--- src/rtl/qnn_requant_stream.sv ---
`default_nettype none
// qnn_requant_stream: captures the accumulator vector on acc_done, then streams each channel
// through multiply -> rounding shift -> ReLU -> saturation over a valid/ready port.
module qnn_requant_stream #(
  parameter int OUT_DIM = 16,
  parameter int ACC_W   = 32,
  parameter int MULT_W  = 16,
  parameter int SHIFT_W = 5
) (
  input  logic                          clk,
  input  logic                          rst_n,
  input  logic                          acc_done,
  input  logic [OUT_DIM-1:0][ACC_W-1:0] acc_out,
  input  logic [1:0]                    layer_prec,
  input  logic signed [MULT_W-1:0]      requant_mult,
  input  logic [SHIFT_W-1:0]            requant_shift,
  input  logic                          relu_en,
  output logic                          m_valid,
  input  logic                          m_ready,
  output logic signed [7:0]             m_data,
  output logic [$clog2(OUT_DIM)-1:0]    m_idx,
  output logic                          m_last,
  output logic                          busy,
  output logic                          overrun
);

  localparam int IDX_W  = $clog2(OUT_DIM);
  localparam int PROD_W = ACC_W + MULT_W;
  localparam int RND_W  = PROD_W + 1;
  localparam logic [IDX_W-1:0] LAST_IDX = IDX_W'(OUT_DIM - 1);
  localparam logic [1:0] PREC_INT4 = 2'b01;
  localparam logic [1:0] PREC_BIN  = 2'b10;
  localparam logic signed [RND_W-1:0] I8_MAX = RND_W'(127);
  localparam logic signed [RND_W-1:0] I8_MIN = -RND_W'(128);
  localparam logic signed [RND_W-1:0] I4_MAX = RND_W'(7);
  localparam logic signed [RND_W-1:0] I4_MIN = -RND_W'(8);

  typedef enum logic [0:0] {
    IDLE = 1'b0,
    RUN  = 1'b1
  } state_t;

  state_t state_q, state_d;

  logic [OUT_DIM-1:0][ACC_W-1:0] acc_q, acc_d;
  logic [1:0]                    prec_q, prec_d;
  logic signed [MULT_W-1:0]      mult_q, mult_d;
  logic [SHIFT_W-1:0]            shift_q, shift_d;
  logic                          relu_q, relu_d;

  // issue_q: channels still waiting to enter S1; rd_idx_q is the next one.
  logic                          issue_q, issue_d;
  logic [IDX_W-1:0]              rd_idx_q, rd_idx_d;

  logic                          s1_valid_q, s1_valid_d;
  logic signed [PROD_W-1:0]      s1_prod_q, s1_prod_d;
  logic [IDX_W-1:0]              s1_idx_q, s1_idx_d;

  logic                          m_valid_q, m_valid_d;
  logic signed [7:0]             m_data_q, m_data_d;
  logic [IDX_W-1:0]              m_idx_q, m_idx_d;
  logic                          m_last_q, m_last_d;
  logic                          overrun_q, overrun_d;

  logic                          advance;
  logic                          final_hs;
  logic signed [ACC_W-1:0]       acc_sel;
  logic signed [RND_W-1:0]       wide;
  logic signed [RND_W-1:0]       rnd;
  logic signed [7:0]             sat;

  // S2 datapath: one extra bit of headroom keeps the rounding add exact.
  always_comb begin
    wide = {s1_prod_q[PROD_W-1], s1_prod_q};
    rnd  = RND_W'(1) << (shift_q - 1'b1);
    if (shift_q != '0) begin
      wide = (wide + rnd) >>> shift_q;
    end
    if (relu_q && wide[RND_W-1]) begin
      wide = '0;
    end
    sat = wide[7:0];
    case (prec_q)
      PREC_INT4: begin
        if (wide > I4_MAX)      sat = 8'sd7;
        else if (wide < I4_MIN) sat = -8'sd8;
        else                    sat = wide[7:0];
      end
      PREC_BIN: sat = {7'b0, ~wide[RND_W-1]};
      default: begin
        if (wide > I8_MAX)      sat = 8'sd127;
        else if (wide < I8_MIN) sat = -8'sd128;
        else                    sat = wide[7:0];
      end
    endcase
  end

  assign acc_sel  = acc_q[rd_idx_q];
  assign advance  = !m_valid_q || m_ready;
  assign final_hs = m_valid_q && m_ready && m_last_q;

  always_comb begin
    state_d    = state_q;
    acc_d      = acc_q;
    prec_d     = prec_q;
    mult_d     = mult_q;
    shift_d    = shift_q;
    relu_d     = relu_q;
    issue_d    = issue_q;
    rd_idx_d   = rd_idx_q;
    s1_valid_d = s1_valid_q;
    s1_prod_d  = s1_prod_q;
    s1_idx_d   = s1_idx_q;
    m_valid_d  = m_valid_q;
    m_data_d   = m_data_q;
    m_idx_d    = m_idx_q;
    m_last_d   = m_last_q;
    overrun_d  = overrun_q;

    case (state_q)
      IDLE: begin
        if (acc_done) begin
          state_d  = RUN;
          acc_d    = acc_out;
          prec_d   = layer_prec;
          mult_d   = requant_mult;
          shift_d  = requant_shift;
          relu_d   = relu_en;
          issue_d  = 1'b1;
          rd_idx_d = '0;
        end
      end
      RUN: begin
        if (acc_done) overrun_d = 1'b1;
        if (final_hs) state_d = IDLE;
      end
      default: state_d = IDLE;
    endcase

    if (advance) begin
      s1_valid_d = issue_q;
      if (issue_q) begin
        s1_prod_d = PROD_W'(acc_sel) * PROD_W'(mult_q);
        s1_idx_d  = rd_idx_q;
        rd_idx_d  = rd_idx_q + 1'b1;
        if (rd_idx_q == LAST_IDX) issue_d = 1'b0;
      end
      m_valid_d = s1_valid_q;
      if (s1_valid_q) begin
        m_data_d = sat;
        m_idx_d  = s1_idx_q;
        m_last_d = (s1_idx_q == LAST_IDX);
      end
    end
  end

  always_ff @(posedge clk or negedge rst_n) begin
    if (!rst_n) begin
      state_q    <= IDLE;
      acc_q      <= '0;
      prec_q     <= '0;
      mult_q     <= '0;
      shift_q    <= '0;
      relu_q     <= 1'b0;
      issue_q    <= 1'b0;
      rd_idx_q   <= '0;
      s1_valid_q <= 1'b0;
      s1_prod_q  <= '0;
      s1_idx_q   <= '0;
      m_valid_q  <= 1'b0;
      m_data_q   <= '0;
      m_idx_q    <= '0;
      m_last_q   <= 1'b0;
      overrun_q  <= 1'b0;
    end else begin
      state_q    <= state_d;
      acc_q      <= acc_d;
      prec_q     <= prec_d;
      mult_q     <= mult_d;
      shift_q    <= shift_d;
      relu_q     <= relu_d;
      issue_q    <= issue_d;
      rd_idx_q   <= rd_idx_d;
      s1_valid_q <= s1_valid_d;
      s1_prod_q  <= s1_prod_d;
      s1_idx_q   <= s1_idx_d;
      m_valid_q  <= m_valid_d;
      m_data_q   <= m_data_d;
      m_idx_q    <= m_idx_d;
      m_last_q   <= m_last_d;
      overrun_q  <= overrun_d;
    end
  end

  assign m_valid = m_valid_q;
  assign m_data  = m_data_q;
  assign m_idx   = m_idx_q;
  assign m_last  = m_last_q;
  assign busy    = (state_q == RUN);
  assign overrun = overrun_q;

endmodule
`default_nettype wire

--- config.mk ---
export PLATFORM = sky130hd
export DESIGN_NAME = qnn_requant_stream
export DESIGN_NICKNAME = d
export VERILOG_FILES = /design/src/rtl/qnn_requant_stream.sv
export SDC_FILE = /design/constraint.sdc
export NUM_CORES = 2
export LEC_CHECK = 0
export BUFFER_PORTS_ARGS = -buffer_cell sky130_fd_sc_hd__buf_2
export CAP_MARGIN = 0
export CELL_PAD_IN_SITES_DETAIL_PLACEMENT = 0
export CELL_PAD_IN_SITES_GLOBAL_PLACEMENT = 1
export CORE_MARGIN = 5
export CORE_UTILIZATION = 41
export DETAILED_ROUTE_END_ITERATION = 6
export PLACE_DENSITY = 0.75
export SLEW_MARGIN = 20
export SYNTH_ARGS = -nofsm -noshare
export SYNTH_HDL_FRONTEND = slang
export SYNTH_SLANG_ARGS = --single-unit
--- constraint.sdc ---
create_clock -name clk -period 11.9 [get_ports clk]
set_input_delay 1.19 -clock clk [delete_from_list [all_inputs] [get_ports clk]]
set_output_delay 1.19 -clock clk [all_outputs]
set_load 0.01 [all_outputs]
==> reports/qor.yml <==
yosysWarnings: 0
ys_types: 106
fin_crit_ns: 9.88
ant_nets: 0
syn_nets: 7272
r2r_cells: 30
grt_pass1_vias: 47500
crit_fanout: 32
path_delay_family: "adder cells"
setup_viol: 0
holdWs_ns: 0.470
cts_setup_buffers: 0
fmaxAchievable_ghz: 0.101
clk_latency_ns: 0.66
layout.cells.non_filler: 8154
ff2ff_setup_slack_ns: 2.02
gp_congestion: 1.02
drc: 0
path_clk_slew_ns: 0.07
area_growth_pct: 12.4
cp-end-kind: "flip-flop"
fin_skew_ns: 0.0478
final_nets: 7608
startpoint_type: "flip-flop"
place_area_um2: 56800
clk_path_buf_depth: 3
stdcell_area_um2: 59100
synthesis.area_um2: 52600
synth-xor-area-share_pct: 1.45
fin_crit_sh_pct: 83.0
r2r-start: "rd_idx_q[0]"
num-fill-cells: 12700
start_util_pct: 41.3
synth_top_family_by_area: "simple AND/OR/NAND/NOR gates"
floorplan.die.width_um: 368
synth-simple-area-share_pct: 23.5
syn_inst: 6096
tns_ns: 0
cts_root_buffer: "clkbuf_16"
numCtsBuffers: 66
critical_path_class: "reg2reg"
crit_buf_inv: 6
outcome: "finished clean"
dieHeight_um: 368
synth-seq-cells: 610
synth_ff_type: "dfrtp_1"
ioPinCount: 556
critPathLaunch: "rd_idx_q[0]"
synthArstFlopShare_pct: 100
vias: 47000
synth_compound_area_share_pct: 9.02
overflow: 0
hold_class: "reg2reg"
cts_resized: 0
cp_common_cell: "fa_1"
dp_cells: 8025
avgSynthCellArea_um2: 8.63
ys_seq_area_share_pct: 29.0
wl_per_cell_um: 27.3
synth_edf_count: 0
post-dp-hpwl_um: 176000
worstHoldStart: "overrun"
drtPass1Iterations: 6
drt_wl_total_um: 223000
placementRows: 131
core_um2: 128000
maxCapViolCount: 0
track_usage_pct: 32.3
r2r_end: "s1_prod_q[46]"
crit_cells: 30
slew_headroom_pct: 21.7
rsz0062_at_grt: "false"
port_buffers: 555
htreeDepth: 3
muxShareOfSynthArea_pct: 8.42
die-area_um2: 136000
drt_iter0_markers: 4739
crit_arrival_ns: 10.36
clkSinkCount: 610
cts_hold_buf: 0
grt_pass1_wl_um: 326000
hold_viol_final: 0
antenna_found_initial: 42
critPathCapture: "s1_prod_q[46]"
drive_gt1_share_pct: 15.3
grt_max_degree: 240
max_stage_delay_ns: 0.85
synthAdderAreaFrac_pct: 22.1
worst_pin_slew_ns: 1.17
required_ns: 12.38
crit_slowest_cell: "dfrtp_4"
drv_slew: 0
via_per_inst: 5.77
tritoncts: "yes"
-- layer usage --
metal  wire length [µm]  up-vias  track usage, %
li1                   -    20500               -
met1              87800    23700            41.8
met2             103000     2276            52.1
met3              16900      533            5.55
met4              15100       18            17.3
met5                111        -               0
-- sequential cells by signal (all words and copies together), names as in the netlist --
signal	count
shift_q	5
prec_q	2
relu_q	1
rd_idx_q	4
m_valid	1
m_last	1
m_idx	4
acc_q	512
s1_prod_q	48
m_data	8
overrun	1
mult_q	16
s1_valid_q	1
busy	1
issue_q	1
s1_idx_q	4
-- worst min-delay path by stage --
stage	slack, ns	end	cells past startpoint
floorplan	0.44	acc_q[192]	2
CTS	0.46	overrun	1
global placement	0.44	overrun	1
global route	0.47	overrun	1
finish	0.47	overrun	1
detailed placement	0.44	overrun	1
-- layout by cell type (no fill, tap or decap), types with 65 or more instances in the layout --
master and count:
mux4_2 165, buf_2 554, fa_1 487, ha_1 149
nor3_1 65, inv_1 528, dfrtp_1 605, clkbuf_16 66
buf_4 65, and2_1 165, nor2_1 211, o21ai_0 158
nand2_1 2199, a21oi_1 158
-- worst register-to-register path: cells and delay by family, from the launching register on --
| family | cells | cell delay [ns] |
|---|---|---|
| adder cells (fa/ha/maj) | 7 | 3.26 |
| AO/OA/AOI/OAI | 13 | 3.03 |
| multiplexers | 2 | 1.34 |
| buffers and inverters | 6 | 0.96 |
| flip-flops | 1 | 0.85 |
| AND/OR/NAND/NOR | 1 | 0.16 |
| XOR/XNOR | 1 | 0.14 |
-- cell families (layout without fill, tap and decap cells) --
logic type | count (synthesis) | in the layout
other | 0 | 11
AO/OA/AOI/OAI | 695 | 695
AND/OR/NAND/NOR | 2941 | 2941
multiplexers | 235 | 235
buffers and inverters | 893 | 1278
XOR/XNOR | 86 | 86
adder cells (fa/ha/maj) | 636 | 636
flip-flops | 610 | 610
-- cell type report --
| type | count | area, µm² | share of cell area (%) |
|---|---|---|---|
| Clock inverter | 22 | 370 | 0.627 |
| Multi-Input combinational cell | 4593 | 34000 | 57.4 |
| Sequential cell | 610 | 15300 | 25.8 |
| Antenna cell | 11 | 27.5 | 0.0466 |
| Clock buffer | 95 | 1920 | 3.25 |
| Timing Repair Buffer | 630 | 3480 | 5.89 |
| Tap cell | 1662 | 2080 | 3.52 |
| Inverter | 531 | 1990 | 3.37 |
-- per-stage QoR --
step | util, % | setup WS [ns]
2_1_floorplan | - | 2.78
3_3_place_gp | 44.5 | 2.01
3_5_place_dp | 44.5 | 1.97
4_1_cts | 46.3 | 1.97
5_1_grt | 46.3 | 1.39
6_report | 46.4 | 2.02
-- synthesized netlist by cell type, types with 37 or more instances --
master       n  area [µm²]
o21ai_0    158         791
buf_1       40         150
a21oi_1    158         791
clkbuf_1   294        1100
ha_1       149        1860
nand2b_1    61         382
xnor2_1     52         455
mux4_2     165        3720
nand4_1     41         257
inv_1      530        1990
nor3_1      65         325
fa_1       487        9750
nand2_1   2200        8260
and2_1     165        1030
mux2i_1     59         591
dfrtp_1    610       15300
nand3_1     59         295
a21o_1      37         278
nor2_1     211         792
Power is left out: the tool's default activity adds up to more than one toggle a clock period on the data nets, which glitch-free logic cannot reach.
